## src/rtl/ov5640_pkg.sv

```systemverilog
// ov5640_pkg: shared types, constants and helpers for the OV5640 init sequencer
package ov5640_pkg;

    typedef enum logic [3:0] {
        S_IDLE,
        S_PWR_WAIT,
        S_FETCH,
        S_FETCH_WAIT,
        S_LATCH,
        S_ISSUE,
        S_RETRY_GAP,
        S_CHECK,
        S_RST_WAIT,
        S_DONE,
        S_ERROR
    } state_e;

    localparam logic [15:0] SOFT_RST_REG = 16'h3008;

    function automatic int us_to_cycles(input int us, input int clk_hz);
        return us * (clk_hz / 1_000_000);
    endfunction

endpackage

```

## src/rtl/init_delay_timer.sv

```systemverilog
// init_delay_timer: loadable down-counter that flags expiry when it reaches zero
module init_delay_timer #(
    parameter int W = 8
) (
    input  logic         clk,
    input  logic         rst_n,
    input  logic         load,
    input  logic [W-1:0] load_val,
    output logic         expired
);

    logic [W-1:0] cnt_q, cnt_d;

    // load takes priority; otherwise count down and stick at zero
    always_comb begin
        cnt_d = load ? load_val : (cnt_q != '0 ? cnt_q - 1'b1 : cnt_q);
    end

    // counter register
    always_ff @(posedge clk or negedge rst_n) begin
        if (!rst_n) cnt_q <= '0;
        else        cnt_q <= cnt_d;
    end

    assign expired = cnt_q == '0;

endmodule

```

## src/rtl/ov5640_init_seq.sv

```systemverilog
// ov5640_init_seq: walks the init ROM and issues one SCCB write per entry, with power-up and soft-reset waits
module ov5640_init_seq
    import ov5640_pkg::*;
#(
    parameter int DATA_WIDTH        = 24,
    parameter int ADDR_WIDTH        = 8,
    parameter int TABLE_LEN         = 88,
    parameter int CLK_FREQ_HZ       = 50_000_000,
    parameter int POWERUP_DELAY_US  = 20000,
    parameter int SOFT_RST_DELAY_US = 5000,
    parameter int MAX_RETRY         = 3
) (
    input  logic                  clk,
    input  logic                  rst_n,
    input  logic                  start,
    output logic [ADDR_WIDTH-1:0] rom_addr,
    input  logic [DATA_WIDTH-1:0] rom_q,
    output logic                  wr_req,
    output logic [15:0]           wr_reg_addr,
    output logic [7:0]            wr_data,
    input  logic                  wr_done,
    input  logic                  wr_nack,
    output logic                  busy,
    output logic                  init_done,
    output logic                  init_error
);

    localparam int PWR_CYC = us_to_cycles(POWERUP_DELAY_US, CLK_FREQ_HZ);
    localparam int RST_CYC = us_to_cycles(SOFT_RST_DELAY_US, CLK_FREQ_HZ);
    localparam int MAX_CYC = PWR_CYC > RST_CYC ? PWR_CYC : RST_CYC;
    localparam int CNT_W   = MAX_CYC > 1 ? $clog2(MAX_CYC) : 1;
    localparam int RTY_W   = MAX_RETRY > 0 ? $clog2(MAX_RETRY + 1) : 1;

    // a wait of N cycles loads N-1 so the wait state lasts exactly N cycles
    localparam logic [CNT_W-1:0]      PWR_LOAD = CNT_W'(PWR_CYC > 0 ? PWR_CYC - 1 : 0);
    localparam logic [CNT_W-1:0]      RST_LOAD = CNT_W'(RST_CYC > 0 ? RST_CYC - 1 : 0);
    localparam logic [RTY_W-1:0]      RTY_MAX  = RTY_W'(MAX_RETRY);
    localparam logic [ADDR_WIDTH-1:0] LAST     = ADDR_WIDTH'(TABLE_LEN - 1);

    state_e                  state_q, state_d;
    logic [ADDR_WIDTH-1:0]   idx_q, idx_d;
    logic [RTY_W-1:0]        retry_q, retry_d;
    logic [15:0]             addr_q, addr_d;
    logic [7:0]              data_q, data_d;
    logic                    wr_req_q, wr_req_d;
    logic                    busy_q, busy_d;
    logic                    done_q, done_d;
    logic                    err_q, err_d;
    logic                    tmr_load, tmr_expired;
    logic [CNT_W-1:0]        tmr_val;
    logic                    last, soft_rst;

    assign last     = idx_q == LAST;
    assign soft_rst = addr_q == SOFT_RST_REG && data_q[7];

    init_delay_timer #(.W(CNT_W)) u_timer (
        .clk      (clk),
        .rst_n    (rst_n),
        .load     (tmr_load),
        .load_val (tmr_val),
        .expired  (tmr_expired)
    );

    // next-state, datapath and registered-output decode
    always_comb begin
        state_d = state_q;
        idx_d   = idx_q;
        retry_d = retry_q;
        addr_d  = addr_q;
        data_d  = data_q;
        case (state_q)
            S_IDLE:       state_d = S_PWR_WAIT;
            S_PWR_WAIT: begin
                if (tmr_expired) begin
                    idx_d   = '0;
                    state_d = S_FETCH;
                end
            end
            S_FETCH:      state_d = S_FETCH_WAIT;
            S_FETCH_WAIT: state_d = S_LATCH;
            S_LATCH: begin
                addr_d  = rom_q[DATA_WIDTH-1 -: 16];
                data_d  = rom_q[7:0];
                retry_d = '0;
                state_d = S_ISSUE;
            end
            S_ISSUE: begin
                if (wr_done) begin
                    if (!wr_nack) begin
                        state_d = S_CHECK;
                    end else if (retry_q < RTY_MAX) begin
                        retry_d = retry_q + 1'b1;
                        state_d = S_RETRY_GAP;
                    end else begin
                        state_d = S_ERROR;
                    end
                end
            end
            S_RETRY_GAP:  state_d = S_ISSUE;
            S_CHECK: begin
                if (soft_rst) begin
                    state_d = S_RST_WAIT;
                end else begin
                    state_d = last ? S_DONE : S_FETCH;
                    idx_d   = last ? idx_q : idx_q + 1'b1;
                end
            end
            S_RST_WAIT: begin
                if (tmr_expired) begin
                    state_d = last ? S_DONE : S_FETCH;
                    idx_d   = last ? idx_q : idx_q + 1'b1;
                end
            end
            S_DONE, S_ERROR: state_d = start ? S_PWR_WAIT : state_q;
            default:      state_d = S_IDLE;
        endcase
        wr_req_d = state_d == S_ISSUE;
        busy_d   = !(state_d inside {S_IDLE, S_DONE, S_ERROR});
        done_d   = state_d == S_DONE;
        err_d    = state_d == S_ERROR;
        tmr_load = state_d != state_q && (state_d == S_PWR_WAIT || state_d == S_RST_WAIT);
        tmr_val  = state_d == S_RST_WAIT ? RST_LOAD : PWR_LOAD;
    end

    // state and output registers
    always_ff @(posedge clk or negedge rst_n) begin
        if (!rst_n) begin
            state_q  <= S_IDLE;
            idx_q    <= '0;
            retry_q  <= '0;
            addr_q   <= '0;
            data_q   <= '0;
            wr_req_q <= 1'b0;
            busy_q   <= 1'b0;
            done_q   <= 1'b0;
            err_q    <= 1'b0;
        end else begin
            state_q  <= state_d;
            idx_q    <= idx_d;
            retry_q  <= retry_d;
            addr_q   <= addr_d;
            data_q   <= data_d;
            wr_req_q <= wr_req_d;
            busy_q   <= busy_d;
            done_q   <= done_d;
            err_q    <= err_d;
        end
    end

    assign rom_addr    = idx_q;
    assign wr_req      = wr_req_q;
    assign wr_reg_addr = addr_q;
    assign wr_data     = data_q;
    assign busy        = busy_q;
    assign init_done   = done_q;
    assign init_error  = err_q;

endmodule
```

## config.mk

```make
export PLATFORM = sky130hd
export DESIGN_NAME = ov5640_init_seq
export DESIGN_NICKNAME = d
export VERILOG_FILES = /design/src/rtl/ov5640_pkg.sv /design/src/rtl/init_delay_timer.sv /design/src/rtl/ov5640_init_seq.sv
export SDC_FILE = /design/constraint.sdc
export NUM_CORES = 1
export LEC_CHECK = 0
export CORE_ASPECT_RATIO = 1.25
export CORE_UTILIZATION = 56
export DETAILED_ROUTE_END_ITERATION = 16
export PLACE_DENSITY = 0.85
export SLEW_MARGIN = 20
export SYNTH_ARGS = -nofsm -noshare
export SYNTH_HDL_FRONTEND = slang
export SYNTH_HIERARCHICAL = 1
export SYNTH_SLANG_ARGS = --single-unit
```

## constraint.sdc

```tcl
create_clock -name clk -period 7.1 [get_ports clk]
set_input_delay 0.71 -clock clk [delete_from_list [all_inputs] [get_ports clk]]
set_output_delay 0.71 -clock clk [all_outputs]
set_load 0.02 [all_outputs]
```

==> qor.csv <==
stage,metric,value,unit
worst_setup_path,crit_buf_inv,3,
synth,synth_top_area_share,46.60,%
timing,clock_skew,0.007640,ns
synth,synth-seq-cells,62,
clock_tree,cts.repair.resized,0,
drt,routed_via_density,5.940,
timing,slew_headroom,49.16,%
timing,tightestPinTransition,0.7626,ns
clock_tree,cts_buffers,9,
timing,rsz0062_at_grt,false,
drt,vias,2780,
drt,dr.max_layer_used,met4,
layout,stdcell_count,468,
floorplan,start_util,57.61,%
synth,synth.most_common_cell,dfrtp_1,
synth,ys_seq_area_share,46.60,%
place,placed_cells,452,
synth,syn_avg_cell_area,10.31,µm²
worst_setup_path,crit_fanout,39,
global_route,grt_pass1_vias,2834,
drt,final_antenna_net_count,0,
floorplan,coreArea,5779,µm²
layout,nets,430,
clock_tree,postCtsHoldBufs,0,
layout,antenna_cells,0,
layout,syn2layout_area_growth,26.72,%
global_route,grt_max_degree,63,
status,outcome,"complete, no violations",
drt,dr_wl_met3,445,µm
power_and_ir_drop,vdd_ir_drop_max,203.5,µV
worst_setup_path,crit_arrival,4.15,ns
synth,synth_top_family_by_area,simple AND/OR/NAND/NOR gates,
place,dpl.hpwl,5309,µm
synth,synth-edff-count,0,
synth,synth_xor_area_share,3.683,%
timing,post-route-min-period,3.945,ns
floorplan,rows,31,
place,port_buffers,64,
synth,synth_compound_area_share,14.43,%
clock_tree,cts_root_buf,clkbuf_8,
global_route,grtUsageTotal,26.29,%
floorplan,dieHeight,88.21,µm
worst_setup_path,cp_common_cell,nor2_1,
timing,hold_viol,0,
synth,synthMuxAreaShare,8.756,%
synth,yosys.area_share.simple,21.31,%
timing,maxSlewViolCount,0,
synth,synthesis.area,3329,µm²
timing,setup_viol,0,
synth,netlist_top_cells_area,"dfrtp_1 (47%), mux2_2 (8.5%), nand2_1 (2.7%)",
power_and_ir_drop,power.leakage,0.001760,µW
clock_tree,tritoncts,done,
synth,synth_common_cells,"dfrtp_1 (62), mux2_2 (25), nand2_1 (24)",
timing,timing.final.crit_share,55.57,%
drt,dr.first_iter.drc_count,135,
clock_tree,max-clock-path-buffers,2,
timing,fin_setup_tns,0,ns
worst_setup_path,worst_setup_path_end_kind,flop,
synth,synth_area_leader_cell,dfrtp_1,
worst_setup_path,worstPathRequired,7.30,ns
synth,ys.flop_type,dfrtp_1,
worst_setup_path,critical_path.cell_chain,nor4_4 -> nand3_2 -> or2_1 -> inv_2 -> nor2_1 -> nor2_1 -> o311ai_0 -> a31o_2 -> o21ai_0 -> nor4b_2 -> buf_4 -> inv_1 -> a31oi_1 -> o41ai_1,
global_route,gr-total-overflow,0,
place,gp_congestion,0.9228,
global_route,antenna_found_initial,0,
timing,fmax,253.5,MHz
drt,met1_length,2978,µm
synth,ys.warnings.count,6,
floorplan,die_area,6260,µm²
power_and_ir_drop,power_density,187.1,nW/µm²
drt,wl_per_cell,16.09,µm
synth,synth_cells,323,
floorplan,ioPinCount,65,
worst_setup_path,slowest_delay,0.60,ns
drt,met2_length,3960,µm
clock_tree,htree_levels,3,
drt,drtPass1Iterations,4,
clock_tree,clk_latency,0.33,ns
worst_hold_path,min_path_type,flop to flop,
clock_tree,clk_pin_slew_worst_paths,0.07,ns
worst_setup_path,criticalPathCategory,flop to flop,
worst_setup_path,critPathLaunchType,flop,
global_route,grt_pass1_wl,12770,µm
drt,drcViolationCount,0,
worst_setup_path,critPathSlowestCell,nor4_4,
clock_tree,cts.sinks,62,
floorplan,die_x,70.97,µm
synth,async_flop_share,100.0,%
layout,final_layout_size_suffix_gt1_share,15.67,%
synth,yosys.cell_types.count,63,
clock_tree,post_cts_buffers,0,
job,maxCapViolCount,0,
worst_setup_path,cp_top_family,simple AND/OR/NAND/NOR gates,
drt,postRouteWirelength,7528,µm
synth,synth_fa_ha_area_share,1.503,%
## state kept, by name, summed over array words and instances, names as in the netlist
signal         flops
init_done          1
wr_req             1
busy               1
rom_addr           8
wr_reg_addr       16
wr_data            8
state_q            4
init_error         1
u_timer/cnt_q     20
retry_q            2
## kinds of logic (layout without fill, tap and decap cells)
family / count (synthesis) / after routing
simple gates: 118 / 118
compound gates: 71 / 71
buf+inv: 26 / 95
other cells: 2 / 12
fa+ha+maj: 4 / 4
xor+xnor: 14 / 14
mux: 26 / 26
flops: 62 / 62
## worst paths after layout
check                                 start                end  slack (ns)  cells past startpoint
min in group asynchronous             rst_n   u_timer/cnt_q[3]        0.54                      2
max                        u_timer/cnt_q[6]  u_timer/cnt_q[10]        3.15                     14
min                              wr_data[2]         wr_data[2]        0.51                      1
max in group asynchronous             rst_n        rom_addr[4]        6.07                      2
max reg2reg                u_timer/cnt_q[6]  u_timer/cnt_q[10]        3.15                     14
min reg2reg                      wr_data[2]         wr_data[2]        0.51                      1
## where the power goes
part	switching, µW	internal (µW)
combinational	52.5	51.3
sequential	41.4	378
clock	131	135
total	225	564
## layer usage
metal	track usage [%]	vias up
li1	-	1323
met1	28.83	1358
met2	48.16	87
met3	7.631	12
met4	10.36	0
met5	0	-
## area by class of cell
class / instances / area [µm²]
Multi-Input combinational cell: 245 / 1714
Inverter: 12 / 45.04
Fill cell: 395 / 1560
Clock buffer: 12 / 145.1
Timing Repair Buffer: 67 / 658.1
Tap cell: 66 / 82.58
Clock inverter: 4 / 22.52
Sequential cell: 62 / 1551
## stage by stage
| step | setup slack, ns | area (µm²) | utilization, % | hold WS [ns] | total power [µW] |
|---|---|---|---|---|---|
| 3_3_place_gp | 3.426 | 4051 | 70.10 | 0.4894 | 524.3 |
| 6_report | 3.155 | 4219 | 73.00 | 0.5104 | 789.4 |
| 3_5_place_dp | 3.238 | 4051 | 70.10 | 0.4981 | 529.4 |
| 5_1_grt | 2.735 | 4219 | 73.00 | 0.5237 | 829.3 |
| 4_1_cts | 3.209 | 4219 | 73.00 | 0.5133 | 796.1 |
| 2_1_floorplan | 3.636 | 3367 | - | 0.4144 | 487.1 |
## cell usage in the layout (no fill, tap or decap), drive strengths merged, types with 2 or more instances in the layout
cell            n
xnor2           7
conb           12
or3             4
inv            11
clkbuf         12
nand2          25
a21oi          13
nand2b          7
o31ai          11
o41ai           3
dfrtp          62
nor4b           5
clkdlybuf4s50  63
o21ai          16
and3            2
nor3            5
or2             3
nor4            8
a2bb2oi         2
buf             4
and2            3
a31oi           3
a21o            3
nand3          14
or4b            4
mux2           25
xor2            7
nor2           22
or4             3
clkinv          4
o211ai          6
ha              4
nand4           7
a311oi          3
No activity file was read; power rests on OpenSTA's default activity.
